<file path="config.mk">
export PLATFORM = sky130hd
export DESIGN_NAME = xadc_drp_poller
export DESIGN_NICKNAME = d
export VERILOG_FILES = /design/src/rtl/xadc_drp_poller.sv
export SDC_FILE = /design/constraint.sdc
export NUM_CORES = 1
export LEC_CHECK = 0
export CORE_MARGIN = 2
export CORE_UTILIZATION = 50
export CTS_CLUSTER_SIZE = 12
export DETAILED_ROUTE_END_ITERATION = 10
export PLACE_DENSITY = 0.78
export REMOVE_ABC_BUFFERS = 1
export SKIP_CTS_REPAIR_TIMING = 1
export SYNTH_ARGS = -nofsm -noshare
export SYNTH_HDL_FRONTEND = slang
export SYNTH_SLANG_ARGS = --single-unit
</file>
<file path="constraint.sdc">
create_clock -name wb_clk_i -period 2.33 [get_ports wb_clk_i]
set_input_delay 0.466 -clock wb_clk_i [delete_from_list [all_inputs] [get_ports wb_clk_i]]
set_output_delay 0.466 -clock wb_clk_i [all_outputs]
set_load 0.005 [all_outputs]
</file>
<file path="src/rtl/xadc_drp_poller.sv">
// Autonomous DRP master that periodically sweeps four XADC status registers into shadow
// registers. Software reads the shadow copies over Wishbone with a fixed one-cycle latency.
module xadc_drp_poller #(
  parameter int unsigned POLL_DIV    = 100000,
  parameter int unsigned DRP_TIMEOUT = 255
) (
  input  logic        wb_clk_i,
  input  logic        wb_rst_n_i,
  input  logic [31:0] wb_adr_i,
  input  logic [31:0] wb_dat_i,
  input  logic [3:0]  wb_sel_i,
  input  logic        wb_we_i,
  input  logic        wb_cyc_i,
  input  logic        wb_stb_i,
  output logic [31:0] wb_dat_o,
  output logic        wb_ack_o,
  output logic        wb_err_o,
  output logic [6:0]  drp_daddr_o,
  output logic        drp_den_o,
  output logic        drp_dwe_o,
  output logic [15:0] drp_di_o,
  input  logic [15:0] drp_do_i,
  input  logic        drp_drdy_i
);

  localparam logic [23:0] DivReload = 24'(POLL_DIV - 1);
  localparam logic [9:0]  TmoLast   = 10'(DRP_TIMEOUT - 1);

  typedef enum logic [1:0] {StIdle, StIssue, StWait} state_e;

  state_e      state_q, state_d;
  logic [1:0]  idx_q, idx_d;
  logic [23:0] div_q, div_d;
  logic [9:0]  tmo_cnt_q, tmo_cnt_d;
  logic [15:0] cache_q [4];
  logic        cache_we;
  logic        en_q, en_d;
  logic        trig_pend_q, trig_pend_d;
  logic        tmo_flag_q, tmo_flag_d;
  logic [15:0] sweep_cnt_q, sweep_cnt_d;
  logic [6:0]  daddr_q, daddr_d;
  logic        ack_q, ack_d;
  logic [31:0] dat_q, dat_d;
  logic [31:0] rd_data;
  logic        advance, tmo_evt;
  logic        busy;
  logic [2:0]  word;
  logic        ctrl_wr, stat_wr;
  logic        unused_bits;

  assign unused_bits = ^{wb_sel_i, wb_adr_i[31:5], wb_adr_i[1:0], wb_dat_i[31:2]};

  function automatic logic [6:0] chan_addr(input logic [1:0] idx);
    logic [6:0] a;
    case (idx)
      2'd0:    a = 7'h00;
      2'd1:    a = 7'h01;
      2'd2:    a = 7'h02;
      default: a = 7'h06;
    endcase
    return a;
  endfunction

  assign word    = wb_adr_i[4:2];
  assign ack_d   = wb_cyc_i & wb_stb_i & ~ack_q;
  assign ctrl_wr = ack_d & wb_we_i & (word == 3'd4);
  assign stat_wr = ack_d & wb_we_i & (word == 3'd5);
  assign busy    = (state_q != StIdle);

  always_comb begin
    state_d     = state_q;
    idx_d       = idx_q;
    div_d       = div_q;
    tmo_cnt_d   = tmo_cnt_q;
    trig_pend_d = trig_pend_q;
    tmo_flag_d  = tmo_flag_q;
    sweep_cnt_d = sweep_cnt_q;
    daddr_d     = daddr_q;
    en_d        = ctrl_wr ? wb_dat_i[0] : en_q;
    cache_we    = 1'b0;
    advance     = 1'b0;
    tmo_evt     = 1'b0;

    if (ctrl_wr && wb_dat_i[1]) trig_pend_d = 1'b1;
    if (stat_wr && wb_dat_i[0]) tmo_flag_d = 1'b0;

    unique case (state_q)
      StIdle: begin
        if (trig_pend_q || (en_q && (div_q == '0))) begin
          state_d     = StIssue;
          idx_d       = 2'd0;
          div_d       = DivReload;
          // A TRIG landing as the pending one is consumed merges into this sweep
          trig_pend_d = 1'b0;
        end else if (en_q) begin
          div_d = div_q - 24'd1;
        end
      end
      StIssue: begin
        state_d   = StWait;
        tmo_cnt_d = '0;
      end
      StWait: begin
        if (drp_drdy_i) begin
          cache_we = 1'b1;
          advance  = 1'b1;
        end else if (tmo_cnt_q == TmoLast) begin
          tmo_evt = 1'b1;
          advance = 1'b1;
        end else begin
          tmo_cnt_d = tmo_cnt_q + 10'd1;
        end
      end
      default: state_d = StIdle;
    endcase

    if (advance) begin
      if (idx_q == 2'd3) begin
        state_d     = StIdle;
        sweep_cnt_d = sweep_cnt_q + 16'd1;
      end else begin
        idx_d   = idx_q + 2'd1;
        state_d = StIssue;
      end
    end

    // A new timeout outranks a coincident clear
    if (tmo_evt) tmo_flag_d = 1'b1;
    if (state_d == StIssue) daddr_d = chan_addr(idx_d);
  end

  always_comb begin
    rd_data = '0;
    case (word)
      3'd0:    rd_data = {16'b0, cache_q[0]};
      3'd1:    rd_data = {16'b0, cache_q[1]};
      3'd2:    rd_data = {16'b0, cache_q[2]};
      3'd3:    rd_data = {16'b0, cache_q[3]};
      3'd4:    rd_data = {31'b0, en_q};
      3'd5:    rd_data = {sweep_cnt_q, 14'b0, busy, tmo_flag_q};
      default: rd_data = '0;
    endcase
    dat_d = ack_d ? rd_data : '0;
  end

  always_ff @(posedge wb_clk_i or negedge wb_rst_n_i) begin
    if (!wb_rst_n_i) begin
      state_q     <= StIdle;
      idx_q       <= '0;
      div_q       <= DivReload;
      tmo_cnt_q   <= '0;
      en_q        <= 1'b0;
      trig_pend_q <= 1'b0;
      tmo_flag_q  <= 1'b0;
      sweep_cnt_q <= '0;
      daddr_q     <= '0;
      ack_q       <= 1'b0;
      dat_q       <= '0;
      for (int i = 0; i < 4; i++) cache_q[i] <= '0;
    end else begin
      state_q     <= state_d;
      idx_q       <= idx_d;
      div_q       <= div_d;
      tmo_cnt_q   <= tmo_cnt_d;
      en_q        <= en_d;
      trig_pend_q <= trig_pend_d;
      tmo_flag_q  <= tmo_flag_d;
      sweep_cnt_q <= sweep_cnt_d;
      daddr_q     <= daddr_d;
      ack_q       <= ack_d;
      dat_q       <= dat_d;
      if (cache_we) cache_q[idx_q] <= drp_do_i;
    end
  end

  assign wb_ack_o    = ack_q;
  assign wb_dat_o    = dat_q;
  assign wb_err_o    = 1'b0;
  assign drp_daddr_o = daddr_q;
  assign drp_den_o   = (state_q == StIssue);
  assign drp_dwe_o   = 1'b0;
  assign drp_di_o    = '0;

endmodule
</file>
==> reports/summary.txt, run 1 <==
Status: finished, violations left
Failing checks: negative hold slack
Vias in the first global route: 4645
Syn Std Cell Area: 7220 sq um
Setup TNS: 0 ns
Clock latency on the worst-skew pair: 0.42 ns
# port buffers: 63
CP cell instances: inv_1 -> ha_1 -> and4b_1 -> nand4_1 -> o211ai_2 -> a21oi_1 -> mux2_2
Antenna Cells: 0
Total of max-cap violations: 0
Worst relative slew slack: 64.1%
Number of top-level pins: 149
Initial antenna violation count: 0
Most frequent cell after synthesis: dfrtp_1
Routed WL: 14000 microns
Yosys Warn Count: 0
Area contributors post-synth: dfrtp_1 (51%), mux2_2 (11%), mux4_2 (4.7%), dfstp_2 (3.6%), xnor2_1 (2.3%)
TritonCTS clock tree: built
Tcrit/Tclk final: 92.4%
Synth area leader: dfrtp_1
Instance count on the critical path: 7
CP top delay family: flip-flops
Post-synthesis cell count: 576
Slew Viols, Final: 0
FF+latch count, synth: 157
RePlAce Congestion: 0.851
EDFF count, synth: 0
# setup viols final: 0
Share of synthesized registers carrying an async set or reset: 100%
RR Startpoint: div_q[0]
DRC viols: 0
Largest net degree at the start of global routing: 52
Root Driver: clkbuf_16
Clk slew on worst S/H paths: 0.06 ns
Layout cells sized above 1: 23.7%
Post-Route Utilization: 62.0%
CP max FO: 3
Worst IR Drop VDD: 0.658 mV
WP data arrival: 2.46 ns
Die ar.: 15400 sq um
Area Growth Syn to Fin: 20.2%
Power Density: 1030 nW/um^2
Ys flop type: dfrtp_1
Initial drt markers: 243
Hold slack: -0.0113 ns
Crit-path slowest cell: dfstp_2
Vias post-DR: 4533
Switching Share: 28.6%
Clock Sinks: 157
Tightest Pin Transition: 0.536 ns
Switching power: 2.55 mW
Die height: 124 microns
Fillers: 1077
P_int: 6.38 mW
Worst Setup SP: div_q[0]
Comb pwr share: 26.4%
Peak Freq: 465 MHz
Post-detail-place hpwl: 9630 microns
Avg Synthesized Cell Area: 12.5 sq um
Register-to-register setup slack: 0.18 ns
Overall routing resource usage: 19.8%
Chip width: 124 microns
CP bufs+invs: 1
Top cells by count, synth: dfrtp_1 (147), mux2_2 (70), nand2_1 (39)
Vias/cell: 5.33
Synth unique cells: 51
Sequential fraction of the synthesis area: 54.6%
Worst EP required: 2.63 ns
R2r worst-path depth: 7
Worst Hold Class: in2async
Total CTS buffers: 17
Clock share of power: 28.1%
Final Hold Viols: 16
Global route overflow: 0
Reg2Reg Capture Point: drp_daddr_o[2]
Post-synth top area share: 51.0%
Crit path kind: reg2reg
RSZ-0062 raised after global routing: no
Initial Utilization: 51.6%
Sequential power share: 45.5%
End of the critical path: drp_daddr_o[2]
Leak pwr: 3.94 nW
Core footprint: 14000 sq um
Wire length of the first global-routing pass: 23200 microns
Min Tclk post-route: 2.15 ns
Routed wire per std cell: 16.4 microns
Clk buf depth: 2
Post-Route Skew: 0.00618 ns
Crit. End Element: flop
Routed Antenna Nets: 0
Nets: 764
CP max stage delay: 0.55 ns
Row cnt: 43
Startpoint types: flop
DRT Pass-1 Iters: 4
H-tree level count: 4
-- through the flow --
step	total power, mW	instance area (sq um)	setup WS, ns	instances
floorplan	5.60	7040	0.182	556
global placement	6.26	8150	0.0651	822
detailed placement	6.46	8150	0.00454	822
CTS	9.01	8670	0.159	850
global route	9.46	8670	0.0514	850
finish	8.93	8670	0.178	850
-- worst min-delay path by stage --
stage                  end  cells after the start
6_report       cache_q[57]                      1
5_1_grt        cache_q[59]                      1
4_1_cts        cache_q[59]                      1
3_5_place_dp   cache_q[59]                      1
3_3_place_gp   cache_q[59]                      1
2_1_floorplan   cache_q[0]                      0
-- power by group through the flow --
stage	Combinational [mW]	Clock, mW	Sequential [mW]
after global placement	2.25	0	4.01
final	2.36	2.51	4.06
after global routing	2.61	2.68	4.16
after floorplan	1.66	0	3.94
after CTS	2.38	2.56	4.06
after detailed placement	2.37	0	4.10
-- cells by family (layout without fill, tap and decap cells) --
| family | after synthesis | after routing | share of synthesized area [%] |
|---|---|---|---|
| DFF | 157 | 157 | 54.6 |
| other | 1 | 22 | 0.0520 |
| adders and majority gates | 13 | 13 | 2.25 |
| muxes | 86 | 86 | 15.7 |
| and+or+nand+nor | 191 | 191 | 14.9 |
| buffers and inverters | 54 | 127 | 4.20 |
| xor gates and xnor gates | 37 | 37 | 4.49 |
| AOI/OAI and AO/OA | 37 | 37 | 3.78 |
-- flip-flops by register name, summed over array words and instances (netlist names), 2 cells and up --
register	cells
cache_q	64
wb_dat_o	32
div_q	24
sweep_cnt_q	16
tmo_cnt_q	10
drp_daddr_o	3
idx_q	2
state_q	2
-- routing by layer --
| layer | part of all wire (%) | up-vias | global-route usage [%] |
|---|---|---|---|
| met4 | 1.4 | 0 | 6.39 |
| met1 | 43 | 2290 | 25.2 |
| met5 | 0 | - | 0 |
| met2 | 52 | 97 | 33.8 |
| met3 | 3.5 | 15 | 4.35 |
| li1 | - | 2131 | - |
-- cell usage in the layout, fill, tap and decap left out, types with 2 or more instances in the layout --
master / count
nor4_4: 3
nor4_1: 8
nor2b_1: 16
inv_1: 13
mux4_2: 15
conb_1: 22
nand2b_1: 4
clkinv_2: 3
nand3b_1: 3
clkbuf_1: 2
ha_1: 13
and4b_1: 2
o21ai_0: 15
buf_12: 6
a21oi_1: 5
or3_1: 5
o32ai_1: 2
xor2_1: 18
and2_1: 23
dfrtp_1: 147
buf_4: 17
nand4_1: 6
nor3_1: 17
nor2_1: 34
mux2_2: 70
clkbuf_16: 17
xnor2_1: 19
nand3_1: 21
dfstp_2: 10
clkdlybuf4s50_1: 62
nand2_1: 39
clkinvlp_4: 2
o31ai_1: 6
clkbuf_8: 2
-- area by class of cell --
cell class	instances	area (sq um)	share of cell area [%]
inverters	13	48.8	0.563
clock inverters	7	68.8	0.793
flip-flops and latches	157	3940	45.4
well taps	180	225	2.60
multi-input cells	386	3050	35.2
clock buffers	21	460	5.31
repair buffers	86	880	10.1
(Power assumes the default switching activity.)
==> run 2: changes to the inputs <==
Settings changed: CORE_ASPECT_RATIO set to 1.2, SKIP_CTS_REPAIR_TIMING 1 to not set.
==> run 2 against run 1 <==
The flow now finishes without violations. Non-clock buffer count unchanged. Clock skew up 0.00071 ns. Via count up 0.99%. Die area about the same. Clock power up 6%. Critical path depth up 1. Sequential power about the same. Count of clock-buffer cells in the layout unchanged. Cell count down 0.12%. Worst setup slack worse by 0.011 ns. Wire length up 2.7%. First-iteration DRC count up 2.9%. Critical path type unchanged.
==> reports/summary.txt, run 2 (same netlist as run 1, synthesis figures left out) <==
Status: finished, final reports clean (was finished, violations left)
Antenna Cells: 0 (unchanged)
Placed Area: 8130 sq um (was 8150 sq um)
RSZ-0062 raised after global routing: no (unchanged)
Vias post-DR: 4578 (was 4533)
Comb pwr share: 25.9% (was 26.4%)
Post-CTS Setup Bufs: 0
Area Growth Syn to Fin: 20.9% (was 20.2%)
Highest metal used: met4 (unchanged)
Worst IR Drop VDD: 0.751 mV (was 0.658 mV)
Instance count on the critical path: 8 (was 7)
CP max stage delay: 0.41 ns (was 0.55 ns)
Die ar.: 15400 sq um (about the same)
Post-Route Skew: 0.00689 ns (was 0.00618 ns)
Nets: 764 (unchanged)
Number of top-level pins: 149 (unchanged)
P_int: 6.44 mW (was 6.38 mW)
DRT Pass-1 Iters: 4 (unchanged)
DRC viols: 0 (unchanged)
Max FFs per register: 64 (unchanged)
Routed Antenna Nets: 0 (unchanged)
Met2 Wirelength: 7600 microns (was 7310 microns)
Tcrit/Tclk final: 92.9% (was 92.4%)
Post-detail-place hpwl: 9810 microns (was 9630 microns)
Crit path kind: reg2reg (unchanged)
Sequential Area: 3940 sq um (unchanged)
Row cnt: 48 (was 43)
Routed wire per std cell: 16.9 microns (was 16.4 microns)
Worst Hold Class: reg2reg (was in2async)
Post_cts resized: 0
Total of max-cap violations: 0 (unchanged)
Root Driver: clkbuf_16 (unchanged)
Total CTS buffers: 17 (unchanged)
Tightest Pin Transition: 0.515 ns (was 0.536 ns)
CP cell instances: inv_1 -> ha_1 -> and4bb_2 -> a31o_4 -> nand4_2 -> buf_4 -> nor3_1 -> xor2_1 (was inv_1 -> ha_1 -> and4b_1 -> nand4_1 -> o211ai_2 -> a21oi_1 -> mux2_2)
Non-Filler Cell Area, Final: 8720 sq um (was 8670 sq um)
Clock latency on the worst-skew pair: 0.43 ns (was 0.42 ns)
TritonCTS clock tree: built (unchanged)
WP data arrival: 2.51 ns (was 2.46 ns)
Post-Route Utilization: 61.3% (was 62.0%)
Crit-path slowest cell: dfrtp_1 (was dfstp_2)
Initial drt markers: 250 (was 243)
Startpoint types: flop (unchanged)
# port buffers: 63 (unchanged)
Slew Viols, Final: 0 (unchanged)
Sequential power share: 44.7% (was 45.5%)
Largest register by flop count: cache_q (unchanged)
Number of cells on the worst hold path: 1
Met3 routed WL: 666 microns (was 494 microns)
RePlAce Congestion: 0.778 (was 0.851)
Vias/cell: 5.39 (was 5.33)
Peak Freq: 462 MHz (was 465 MHz)
Commonest non-fill, non-tap cell in the layout: dfrtp_1 (unchanged)
Vias in the first global route: 5025 (was 4645)
CP top delay family: simple AND/OR/NAND/NOR gates (was flip-flops)
Min Tclk post-route: 2.16 ns (was 2.15 ns)
Die height: 136 microns (was 124 microns)
Overall routing resource usage: 20.2% (was 19.8%)
Placed Instances: 816 (was 822)
Worst EP required: 2.68 ns (was 2.63 ns)
Multi-input logic area: 3050 sq um (unchanged)
CTS Hold Bufs: 1
Most frequent cells in the layout: dfrtp_1 (147), mux2_2 (70), clkdlybuf4s50_1 (62), nand2_1 (39), nor2_1 (34) (unchanged)
Layout cells sized above 1: 24.2% (was 23.7%)
Wl on met1: 5780 microns (was 5960 microns)
Switching power: 2.64 mW (was 2.55 mW)
Fillers: 1110 (was 1077)
# setup viols final: 0 (unchanged)
Clk buf depth: 2 (unchanged)
Wire length of the first global-routing pass: 24100 microns (was 23200 microns)
Power Density: 1040 nW/um^2 (was 1030 nW/um^2)
Setup TNS: 0 ns (unchanged)
Post-route insts no fill: 849 (was 850)
Core footprint: 14200 sq um (was 14000 sq um)
Clock Sinks: 157 (unchanged)
Initial Utilization: 50.7% (was 51.6%)
CP bufs+invs: 2 (was 1)
Chip width: 114 microns (was 124 microns)
Worst relative slew slack: 65.5% (was 64.1%)
Switching Share: 29.1% (was 28.6%)
Routed WL: 14300 microns (was 14000 microns)
H-tree level count: 4 (unchanged)
Final Hold Viols: 0 (was 16)
Leak pwr: 3.97 nW (was 3.94 nW)
Clk slew on worst S/H paths: 0.06 ns (about the same)
CP max FO: 6 (was 3)
R2r worst-path depth: 8 (was 7)
Largest net degree at the start of global routing: 53 (was 52)
Clock share of power: 29.3% (was 28.1%)
Initial antenna violation count: 0 (unchanged)
Global route overflow: 0 (unchanged)
Crit. End Element: flop (unchanged)
run 2: cell type report:
| cell class | instances | area share (%) |
|---|---|---|
| inverters | 13 | 0.560 |
| well taps | 175 | 2.51 |
| multi-input cells | 386 | 35.0 |
| clock buffers | 21 | 5.39 |
| flip-flops and latches | 157 | 45.2 |
| clock inverters | 11 | 1.25 |
| repair buffers | 86 | 10.1 |
run 2: power groups by stage:
stage / clock network, mW / registers, mW / logic (mW)
finish: 2.67 / 4.06 / 2.35
global route: 2.83 / 4.17 / 2.60
CTS: 2.72 / 4.06 / 2.38
detailed placement: 0 / 4.10 / 2.36
global placement: 0 / 4.02 / 2.24
floorplan: 0 / 3.94 / 1.66
run 2: worst paths after layout:
check / slack [ns] / end / startpoint
hold / removal: 0.47 / sweep_cnt_q[15] / sweep_cnt_q[15]
setup / recovery: 0.17 / sweep_cnt_q[14] / state_q[0]
min in group asynchronous: 0.57 / div_q[5] / wb_rst_n_i
setup reg to reg: 0.17 / sweep_cnt_q[14] / state_q[0]
max in group asynchronous: 1.02 / div_q[4] / wb_rst_n_i
hold reg to reg: 0.47 / sweep_cnt_q[15] / sweep_cnt_q[15]
run 2: layer usage:
| layer | vias up | track usage [%] |
|---|---|---|
| met4 | 0 | 8.67 |
| met1 | 2321 | 23.2 |
| met3 | 27 | 5.06 |
| met2 | 91 | 35.9 |
| met5 | - | 0 |
| li1 | 2139 | - |
run 2: metrics by stage:
| step | setup slack, ns | hold WS [ns] | power, mW |
|---|---|---|---|
| 4_1_cts | 0.183 | 0.470 | 9.16 |
| 6_report | 0.166 | 0.466 | 9.08 |
| 5_1_grt | 0.0386 | 0.490 | 9.60 |
| 2_1_floorplan | 0.182 | 0.170 | 5.60 |
| 3_5_place_dp | 0.0642 | 0.449 | 6.46 |
| 3_3_place_gp | 0.105 | 0.435 | 6.26 |
==> run 3: changes to the inputs <==
Settings changed: CORE_UTILIZATION 50 to 47, PLACE_DENSITY 0.78 to 0.77.
Clock period 2.33 ns to 1.9 ns, I/O delays scaled along.
==> run 3 against run 2 <==
The run now ends with negative setup slack left. Fmax up 10%. Largest power group unchanged. Count of clock-buffer cells in the layout shrank 2. First-iteration DRC count is 19% lower.
==> reports/summary.txt, run 3 (same netlist as run 1, synthesis figures left out) <==
Global route overflow: 0 (unchanged)
Register-to-register setup slack: -0.06 ns (was 0.17 ns)
Largest net degree at the start of global routing: 47 (was 53)
# setup viols final: 20 (was 0)
Switching power: 3.49 mW (was 2.64 mW)
Crit. End Element: flop (unchanged)
CP max FO: 5 (was 6)
Placed Instances: 875 (was 816)
Comb pwr share: 30.9% (was 25.9%)
Area Growth Syn to Fin: 28.4% (was 20.9%)
Initial drt markers: 203 (was 250)
Layout cells sized above 1: 31.8% (was 24.2%)
Tcrit/Tclk final: 103% (was 92.9%)
Setup TNS: -0.319 ns (was 0 ns)
WP data arrival: 2.27 ns (was 2.51 ns)
Worst IR Drop VDD: 0.764 mV (was 0.751 mV)
Peak Freq: 510 MHz (was 462 MHz)
Number of top-level pins: 149 (unchanged)
Wire length of the first global-routing pass: 24700 microns (was 24100 microns)
Core footprint: 15000 sq um (was 14200 sq um)
Clock share of power: 26.3% (was 29.3%)
Clk buf depth: 2 (unchanged)
Post-detail-place hpwl: 10100 microns (was 9810 microns)
RSZ-0062 raised after global routing: yes (was no)
Row cnt: 49 (was 48)
Initial antenna violation count: 0 (unchanged)
RePlAce Congestion: 0.812 (was 0.778)
DRT Pass-1 Iters: 5 (was 4)
Total CTS buffers: 17 (unchanged)
Vias post-DR: 4866 (was 4578)
Min Tclk post-route: 1.96 ns (was 2.16 ns)
Clock Sinks: 157 (unchanged)
Routed WL: 15000 microns (was 14300 microns)
Final Hold Viols: 0 (unchanged)
Switching Share: 30.2% (was 29.1%)
Clock latency on the worst-skew pair: 0.42 ns (was 0.43 ns)
Root Driver: clkbuf_16 (unchanged)
# port buffers: 63 (unchanged)
Tightest Pin Transition: 0.632 ns (was 0.515 ns)
Overall routing resource usage: 19.3% (was 20.2%)
Status: finished, violations left (was finished, final reports clean)
Initial Utilization: 48.0% (was 50.7%)
Worst EP required: 2.21 ns (was 2.68 ns)
Largest register by flop count: cache_q (unchanged)
Antenna Cells: 0 (unchanged)
Worst Hold Class: in2async (was reg2reg)
Crit path kind: reg2reg (unchanged)
Nets: 802 (was 764)
Vias in the first global route: 5226 (was 5025)
Clk slew on worst S/H paths: 0.06 ns (about the same)
Failing checks: negative setup slack
H-tree level count: 4 (unchanged)
Routed wire per std cell: 16.4 microns (was 16.9 microns)
TritonCTS clock tree: built (unchanged)
Die ar.: 16400 sq um (was 15400 sq um)
Sequential power share: 42.8% (was 44.7%)
Post-route setup slack: -0.0611 ns (was 0.166 ns)
Startpoint types: flop (unchanged)
Die height: 140 microns (was 136 microns)
Worst relative slew slack: 57.7% (was 65.5%)
Slew Viols, Final: 0 (unchanged)
Post-route insts no fill: 915 (was 849)
Routed Antenna Nets: 0 (unchanged)
Total of max-cap violations: 0 (unchanged)
Leak pwr: 4.29 nW (was 3.97 nW)
Most frequent cells in the layout: dfrtp_1 (147), mux2_2 (67), clkdlybuf4s50_1 (61), buf_4 (50), nand2_1 (37) (was dfrtp_1 (147), mux2_2 (70), clkdlybuf4s50_1 (62), nand2_1 (39), nor2_1 (34))
Vias/cell: 5.32 (was 5.39)
Max FFs per register: 64 (unchanged)
DRC viols: 0 (unchanged)
Chip width: 117 microns (was 114 microns)
Post-Route Skew: 0.00476 ns (was 0.00689 ns)
P_int: 8.06 mW (was 6.44 mW)
Commonest non-fill, non-tap cell in the layout: dfrtp_1 (unchanged)
Power Density: 1250 nW/um^2 (was 1040 nW/um^2)
Total power: 11.5 mW (was 9.08 mW)
## run 3: path summary, 6_finish.rpt
kind                                       from              end  cells after the start
worst min register to register  sweep_cnt_q[15]  sweep_cnt_q[15]                      1
worst min-delay path                 wb_rst_n_i      cache_q[29]                      2
max in group asynchronous            wb_rst_n_i         div_q[4]                      3
worst max-delay path                 state_q[0]   drp_daddr_o[2]                      9
min in group wb_clk_i           sweep_cnt_q[15]  sweep_cnt_q[15]                      1
worst max register to register       state_q[0]   drp_daddr_o[2]                      9
## run 3: area by class of cell
class / count / area, sq um
inverter: 13 / 48.8
sequential: 157 / 3940
timing repair buffer: 124 / 1210
fill: 1149 / 5750
clock buffer: 19 / 433
tap: 204 / 255
clock inverter: 12 / 93.8
multi-input combinational: 386 / 3280
## run 3: power groups by stage
stage	Sequential [mW]	Combinational (mW)	Clock, mW
after global placement	4.89	3.03	0
after global routing	5.07	3.88	3.23
after detailed placement	4.98	3.20	0
after floorplan	4.84	2.03	0
after CTS	4.94	3.40	3.09
final	4.94	3.57	3.03
## run 3: what timing repair did
action,CTS,global route
hold endpoints to repair,42,0
cloned,0,1
gates resized for setup,19,29
setup endpoints to repair,39,38
pin swaps,10,27
hold buffers,1,0
buffers inserted,2,5
## run 3: metrics by stage
step                      area (sq um)  util [%]  worst slack (ns)  hold slack (ns)
after global routing              9270      61.7            -0.123            0.490
after detailed placement          8420      56.0            -0.297            0.339
after floorplan                   7040         -            -0.248           0.0844
final                             9270      61.7           -0.0611            0.442
after global placement            8420      56.0            -0.218            0.328
after CTS                         9060      60.3           -0.0629            0.456
## run 3: metal layers
metal / GRT usage, % / part of all wire (%) / vias to the layer above
li1: - / - / 2210
met1: 23.2 / 41 / 2489
met2: 32.2 / 53 / 137
met3: 5.88 / 4.7 / 30
met4: 7.74 / 2.2 / 0
met5: 0 / 0 / -
## run 3: worst max-delay path, stage by stage, from the launching register on
cell     delay, ns
dfrtp_1       0.40
inv_2         0.10
buf_6         0.10
ha_4          0.14
and4b_1       0.20
nand4_1       0.13
buf_4         0.19
o21ai_4       0.20
o32ai_2       0.11
mux2_4        0.28
